[src/rtl/gpio_arbiter.sv]
// gpio_arbiter: two-master round-robin arbiter in front of the single-register
// GPIO peripheral. Serialises accesses, absorbs the peripheral's one-cycle
// read latency and returns a per-master ack with read data.
module gpio_arbiter (
  input  logic       clk,
  input  logic       rst_n,
  input  logic       m0_req,
  input  logic       m0_we,
  input  logic [7:0] m0_wdata,
  input  logic       m1_req,
  input  logic       m1_we,
  input  logic [7:0] m1_wdata,
  output logic       m0_ack,
  output logic [7:0] m0_rdata,
  output logic       m1_ack,
  output logic [7:0] m1_rdata,
  output logic       g_ren,
  output logic       g_wen,
  output logic [7:0] g_wdata,
  input  logic [7:0] g_rdata,
  output logic       busy,
  output logic       gnt_id
);

  localparam int unsigned DW = 8;

  typedef enum logic [1:0] {
    ST_IDLE  = 2'd0,
    ST_ISSUE = 2'd1,
    ST_WAIT  = 2'd2,
    ST_DONE  = 2'd3
  } state_t;

  state_t          state, state_n;
  logic            last_gnt, last_gnt_n;
  logic            we_q, we_n;
  logic            gnt_id_n;
  logic            win_c;
  logic            g_ren_n, g_wen_n;
  logic [DW-1:0]   g_wdata_n;
  logic            m0_ack_n, m1_ack_n;
  logic [DW-1:0]   m0_rdata_n, m1_rdata_n;
  logic            busy_n;

  // Next-state and next-output decode; requests are only looked at in IDLE
  always_comb begin
    state_n    = state;
    last_gnt_n = last_gnt;
    we_n       = we_q;
    gnt_id_n   = gnt_id;
    win_c      = 1'b0;
    g_ren_n    = 1'b0;
    g_wen_n    = 1'b0;
    g_wdata_n  = g_wdata;
    m0_ack_n   = 1'b0;
    m1_ack_n   = 1'b0;
    m0_rdata_n = m0_rdata;
    m1_rdata_n = m1_rdata;

    case (state)
      ST_IDLE: begin
        if (m0_req || m1_req) begin
          // Contention goes to whoever was not served last
          win_c     = (m0_req && m1_req) ? ~last_gnt : m1_req;
          gnt_id_n  = win_c;
          we_n      = win_c ? m1_we : m0_we;
          g_wdata_n = win_c ? m1_wdata : m0_wdata;
          g_ren_n   = ~we_n;
          g_wen_n   = we_n;
          state_n   = ST_ISSUE;
        end
      end
      ST_ISSUE: begin
        state_n = ST_WAIT;
      end
      ST_WAIT: begin
        // Peripheral read data is valid now; capture it for the granted master
        if (!we_q) begin
          if (gnt_id) m1_rdata_n = g_rdata;
          else        m0_rdata_n = g_rdata;
        end
        if (gnt_id) m1_ack_n = 1'b1;
        else        m0_ack_n = 1'b1;
        state_n = ST_DONE;
      end
      ST_DONE: begin
        last_gnt_n = gnt_id;
        state_n    = ST_IDLE;
      end
      default: begin
        state_n = ST_IDLE;
      end
    endcase

    busy_n = (state_n != ST_IDLE);
  end

  // State and registered outputs
  always_ff @(posedge clk or negedge rst_n) begin
    if (!rst_n) begin
      state    <= ST_IDLE;
      last_gnt <= 1'b1;
      we_q     <= 1'b0;
      gnt_id   <= 1'b0;
      g_ren    <= 1'b0;
      g_wen    <= 1'b0;
      g_wdata  <= DW'(0);
      m0_ack   <= 1'b0;
      m1_ack   <= 1'b0;
      m0_rdata <= DW'(0);
      m1_rdata <= DW'(0);
      busy     <= 1'b0;
    end else begin
      state    <= state_n;
      last_gnt <= last_gnt_n;
      we_q     <= we_n;
      gnt_id   <= gnt_id_n;
      g_ren    <= g_ren_n;
      g_wen    <= g_wen_n;
      g_wdata  <= g_wdata_n;
      m0_ack   <= m0_ack_n;
      m1_ack   <= m1_ack_n;
      m0_rdata <= m0_rdata_n;
      m1_rdata <= m1_rdata_n;
      busy     <= busy_n;
    end
  end

endmodule

[config.mk]
export PLATFORM = sky130hd
export DESIGN_NAME = gpio_arbiter
export DESIGN_NICKNAME = d
export VERILOG_FILES = /design/src/rtl/gpio_arbiter.sv
export SDC_FILE = /design/constraint.sdc
export NUM_CORES = 1
export LEC_CHECK = 0
export CAP_MARGIN = 5
export CORE_ASPECT_RATIO = 1.25
export CORE_UTILIZATION = 25
export DETAILED_ROUTE_END_ITERATION = 8
export PLACE_DENSITY = 0.58
export SYNTH_ARGS = -nofsm -noshare
export SYNTH_HDL_FRONTEND = slang
export SYNTH_SLANG_ARGS = --single-unit
[constraint.sdc]
create_clock -name clk -period 4.6 [get_ports clk]
set_clock_uncertainty 0.2 [all_clocks]
set_input_delay 0.69 -clock clk [delete_from_list [all_inputs] [get_ports clk]]
set_output_delay 0.69 -clock clk [all_outputs]
set_load 0.05 [all_outputs]
==> results of run 1 <==
-- stage by stage --
stage / std cells / hold WS [ns] / util [%]
final: 236 / 0.3036 / 41.60
after global routing: 236 / 0.3311 / 41.60
after CTS: 236 / 0.3085 / 41.60
after detailed placement: 228 / 0.2922 / 38.94
after global placement: 228 / 0.2894 / 38.94
after floorplan: 110 / 0.1944 / -
-- area by class of cell --
type / count / share of cell area [%]
clock inverter: 3 / 3.188
clock buffer: 5 / 3.188
tap: 62 / 3.594
multi-input combinational: 70 / 22.49
sequential: 34 / 39.48
inverter: 2 / 0.3478
timing repair buffer: 60 / 27.71
-- cells in the final DEF (no fill, tap or decap) --
master / count
mux2i_1: 1
dfrtp_1: 33
clkbuf_8: 5
ha_1: 3
buf_4: 1
o21ai_1: 1
bufinv_16: 2
clkinv_4: 1
and2_1: 2
nor2b_1: 2
nor3_1: 1
a21oi_1: 18
o21a_1: 1
nand2_1: 8
a21bo_1: 1
mux2_2: 17
nand2b_1: 1
a22o_1: 1
inv_1: 2
clkdlybuf4s50_1: 59
a21boi_2: 1
nor2_1: 11
or2_2: 1
dfstp_2: 1
-- final timing paths --
kind	start	end	slack (ns)
worst min register to register	m1_rdata[6]$_DFFE_PN0P_	m1_rdata[6]$_DFFE_PN0P_	0.30
worst min-delay path	m1_rdata[6]$_DFFE_PN0P_	m1_rdata[6]$_DFFE_PN0P_	0.30
min in group asynchronous	rst_n	m0_rdata[2]$_DFFE_PN0P_	0.65
worst max register to register	state[0]$_DFF_PN0_	m0_rdata[0]$_DFFE_PN0P_	2.41
max in group asynchronous	rst_n	last_gnt$_DFFE_PN1N_	2.78
worst max-delay path	gnt_id$_DFFE_PN0P_	gnt_id	2.18
-- per-layer routing --
metal  up-vias  share of wire [%]  routed length, um  track usage, %
met5         -                  0                  0               0
met1       501                 42               1373           14.84
met2        50                 49               1596           20.32
li1        497                  -                  -               -
met4         0               0.96                 31           3.220
met3         4                7.4                241           4.620
-- logic make-up (layout without fill, tap and decap cells) --
group / after synthesis / after routing / synth area share (%)
flip-flops: 34 / 34 / 62.19
AND/OR/NAND/NOR: 26 / 26 / 8.311
AO/OA/AOI/OAI: 23 / 23 / 9.681
multiplexers: 18 / 18 / 14.70
buffers and inverters: 6 / 70 / 2.374
adder cells (fa/ha/maj): 3 / 3 / 2.740
-- synthesized netlist by cell type (2+ instances only) --
cell / n
dfrtp_1: 33
a21oi_1: 18
nand2_1: 8
inv_1: 2
nor2_1: 11
mux2_2: 17
and2_1: 2
ha_1: 3
buf_2: 2
nor2b_1: 2
-- state kept, by name, summed over array words and instances (netlist names) --
| signal | flops |
|---|---|
| g_wen | 1 |
| gnt_id | 1 |
| g_wdata | 8 |
| m0_ack | 1 |
| m1_rdata | 8 |
| last_gnt | 1 |
| state | 2 |
| we_q | 1 |
| g_ren | 1 |
| busy | 1 |
| m1_ack | 1 |
| m0_rdata | 8 |
-- power breakdown --
group          total, mW  internal (mW)  switching, mW
registers          0.529          0.450         0.0790
clock network      0.324          0.217          0.107
logic               1.02          0.372          0.651
==> flow_summary.yaml, run 1 <==
detailed_routing:
  first_iter_violations: 31
  finalWirelength_um: 3243
  viasPerCell: 4.458
  postRouteAntennaNets: 0
  vias: 1052
  drc: 0
  drt_pass1_iterations: 4
  wire_per_inst_um: 13.74
global_routing:
  track_usage_pct: 12.36
  grt_overflow: 0
  grt_first_pass_wirelength_um: 5347
  antenna_found_initial: 0
  grt_max_degree: 19
  first_global_vias: 1124
pwr:
  p_leak_nw: 0.9103
  vdd_drop_max_v: 0.0003177
  cellPowerDensity_nw_per_um2: 869.6
  finalPower_mw: 1.877
finish:
  fillers: 505
  postLayoutCellArea_um2: 2158
  area_growth_pct: 57.53
  fin_nets: 206
  multi_input_area_um2: 485.5
  num_antenna_cells: 0
  drive_gt1_share_pct: 16.67
  seq_area_um2: 852.1
floorplanning:
  rows: 29
  start_util_pct: 26.40
  die_height_um: 84.77
  die_w_um: 68.22
  fp.coreArea_um2: 5189
  io_pins: 60
  dieArea_um2: 5782
timing:
  period_needed_ns: 2.416
  max_freq_mhz: 413.9
  setup_ws_ns: 2.184
  rsz0062_at_grt: "no"
  slew_viol_final: 0
  finalSetupTns_ns: 0
  slew_headroom_pct: 48.63
  worstMarginPinSlew_ns: 0.7689
  setup_viol: 0
  min_period_over_period_pct: 52.53
  hold_viol: 0
synthesis:
  netlist_area_um2: 1370
  synthTopCellsByArea: "dfrtp_1 (60%), mux2_2 (14%), a21oi_1 (6.6%)"
  synth_ff_type: "dfrtp_1"
  netlist.area_leader.share_pct: 60.27
  synthArstFlopShare_pct: 100.0
  syn_area_per_cell_um2: 12.46
  netlist_instances: 110
  yosysTopAreaCell: "dfrtp_1"
  synth_edf_count: 0
  syn_nets: 143
  yosys_register_bits: 34
  synth.distinct_cells: 22
  ys_warn_count: 0
  synth_seq_area_share_pct: 62.19
worst_setup_path:
  start_kind: "flop"
  reg2regPathDepth: 5
  cp_cell_sequence: "clkdlybuf4s50_1"
  worst_ep_arrival_time_ns: 1.53
  critPathMaxFanout: 5
  worstSetupEndpointType: "output pin"
  slowest_stage: "clkdlybuf4s50_1"
  path_depth: 1
  cp_slowest_stage_delay_ns: 0.83
  critPathBufInv: 1
  required_ns: 3.71
  critPathTopFamily: "buffers and inverters"
  path_class: "flop to output pin"
cts:
  cts_root_buffer: "clkbuf_8"
  hold_buffers: 0
  cts_tree: "built"
  cts_buffers: 5
  cts_max_path_buffers: 2
  clk_pin_slew_ns: 0.08
  postCtsSetupBuffers: 0
  htreeDepth: 2
  ctsResizeCount: 0
  clk_latency_ns: 0.28
  clock_sinks: 34
placement:
  globalplace.congestion: 0.7066
  dp_hpwl_um: 2521
  placed_cell_area_um2: 2021
  port_buffers: 59
  place_ws_ns: 2.200
job:
  maxCapViolCount: 0
min_path:
  whs_path_depth: 1
  hold_path_class: "flop to flop"
outcome:
  outcome: "complete, no violations"
(Power assumes the default switching activity.)
==> run 2, diff against run 1 <==
clock period = 2.27 ns   (was 4.6 ns; I/O delays follow)
==> run 2 against run 1 <==
Compared with the run above: critical path depth is the same; sequential power grew 100%; clock-buffer cell count grew 2; sequential share of layout area grew 0.58 points; clock power grew 37%; die area is the same; register-to-register slack lost 2.0 ns; wire length shrank 3.8%; final area shrank 1.4%; combinational power grew 100%; first-iteration DRC count shrank 23%; worst setup slack lost 2.0 ns; critical path type unchanged.
==> flow_summary.yaml, run 2 (synthesis results as in run 1) <==
outcome:
  outcome: "complete, no violations"
detailed_routing:
  drc: 0
  finalWirelength_um: 3121
  wire_per_inst_um: 13.11
  first_iter_violations: 24
  vias: 1037
  drt_pass1_iterations: 4
  postRouteAntennaNets: 0
  viasPerCell: 4.357
global_routing:
  grt_max_degree: 35
  grt_first_pass_wirelength_um: 4995
  busiest_layer: "met2"
  use_met1_pct: 12.83
  grt_overflow: 0
  use_met3_pct: 3.804
  track_usage_pct: 11.70
  antenna_found_initial: 0
  first_global_vias: 1079
  grtUsageMet2_pct: 20.14
cts:
  postCtsSetupBuffers: 0
  cts_max_path_buffers: 2
  htreeDepth: 2
  clk_pin_slew_ns: 0.06
  cts_root_buffer: "clkbuf_8"
  cts_buffers: 5
  ctsResizeCount: 0
  clock_sinks: 34
  cts_tree: "built"
  hold_buffers: 0
  clk_latency_ns: 0.28
finish:
  final_common_cell: "clkdlybuf4s50_1"
  fin_nets: 208
  num_antenna_cells: 0
  drive_gt1_share_pct: 17.05
  area_growth_pct: 55.25
  most-common-layout-cells: "clkdlybuf4s50_1 (59), dfrtp_1 (33), a21oi_1 (18)"
  reg.largest.list: "g_wdata x8, m0_rdata x8, m1_rdata x8"
placement:
  port_buffers: 59
  dp_hpwl_um: 2418
  globalplace.congestion: 0.6814
job:
  maxCapViolCount: 0
worst_setup_path:
  cp_cell_sequence: "clkdlybuf4s50_1"
  worstSetupEndpointType: "output pin"
  slowest_stage: "clkdlybuf4s50_1"
  critPathMaxFanout: 5
  required_ns: 1.73
  worst_ep_arrival_time_ns: 1.51
  critPathTopFamily: "buffers and inverters"
  cp_slowest_stage_delay_ns: 0.83
  start_kind: "flop"
  path_class: "flop to output pin"
  critPathBufInv: 1
pwr:
  finalPower_mw: 3.592
  vdd_drop_max_v: 0.0005395
  p_leak_nw: 0.9000
  cellPowerDensity_nw_per_um2: 1689
timing:
  min_period_over_period_pct: 90.43
  period_needed_ns: 2.053
  finalSetupTns_ns: 0
  hold_viol: 0
  max_freq_mhz: 487.2
  setup_viol: 0
  slew_headroom_pct: 65.61
  rsz0062_at_grt: "no"
  hold_ws_ns: 0.2769
  worstMarginPinSlew_ns: 0.5142
  slew_viol_final: 0
floorplanning:
  fp.coreArea_um2: 5189
  die_w_um: 68.22
  start_util_pct: 26.40
  rows: 29
  die_height_um: 84.77
  dieArea_um2: 5782
  io_pins: 60
min_path:
  hold_path_class: "input port to async pin"
[run 2: changes by cell type in the layout (fill, tap and decap cells not counted)]
cell	previous run	this run
clkinv_2	0	1
bufinv_16	2	0
buf_4	1	3
clkbuf_8	5	6
clkinv_4	1	0
clkbuf_1	0	1
[run 2: layer usage]
layer	part of all wire [%]	up-vias	wire, um
met5	0	-	0
met4	1.4	0	44
met3	8.2	6	255
met2	50	49	1550
met1	41	482	1271
li1	-	500	-
[run 2: area by class of cell]
type                       count  area [um2]
sequential                    34       852.1
tap                           62       77.57
clock inverter                 1       5.005
fill                         508        3062
timing repair buffer          62       613.1
inverter                       2       7.507
clock buffer                   7       86.33
multi-input combinational     70       485.5
[run 2: through the flow]
| stage | instances | area (um2) | worst slack [ns] | utilization [%] |
|---|---|---|---|---|
| floorplan | 110 | 1370 | 0.5522 | - |
| CTS | 238 | 2127 | 0.1834 | 40.99 |
| global placement | 230 | 2036 | 0.3436 | 39.23 |
| global route | 238 | 2127 | 0.1661 | 40.99 |
| detailed placement | 230 | 2036 | 0.2689 | 39.23 |
| finish | 238 | 2127 | 0.2173 | 40.99 |
[run 2: power breakdown]
group	internal, mW	switching (mW)
combinational	0.769	1.31
sequential	0.912	0.154
clock	0.244	0.200
[run 2: path summary, 6_finish.rpt]
kind                                    startpoint                 endpoint  slack, ns  cells past startpoint
max in group asynchronous                    rst_n     last_gnt$_DFFE_PN1N_       1.26                      2
min                                          rst_n  m1_rdata[0]$_DFFE_PN0P_       0.28                      2
max reg2reg                     state[0]$_DFF_PN0_  m1_rdata[5]$_DFFE_PN0P_       0.41                      5
min reg2reg                m0_rdata[7]$_DFFE_PN0P_  m0_rdata[7]$_DFFE_PN0P_       0.31                      1
min in group clk           m0_rdata[7]$_DFFE_PN0P_  m0_rdata[7]$_DFFE_PN0P_       0.31                      1
max                             gnt_id$_DFFE_PN0P_                   gnt_id       0.22                      1
==> run 3, diff against run 2 <==
ABC_CLOCK_PERIOD_IN_PS = 2270   (was default)
==> results of run 3 <==
Final layout, timing and power as in run 2 (identical DEF).
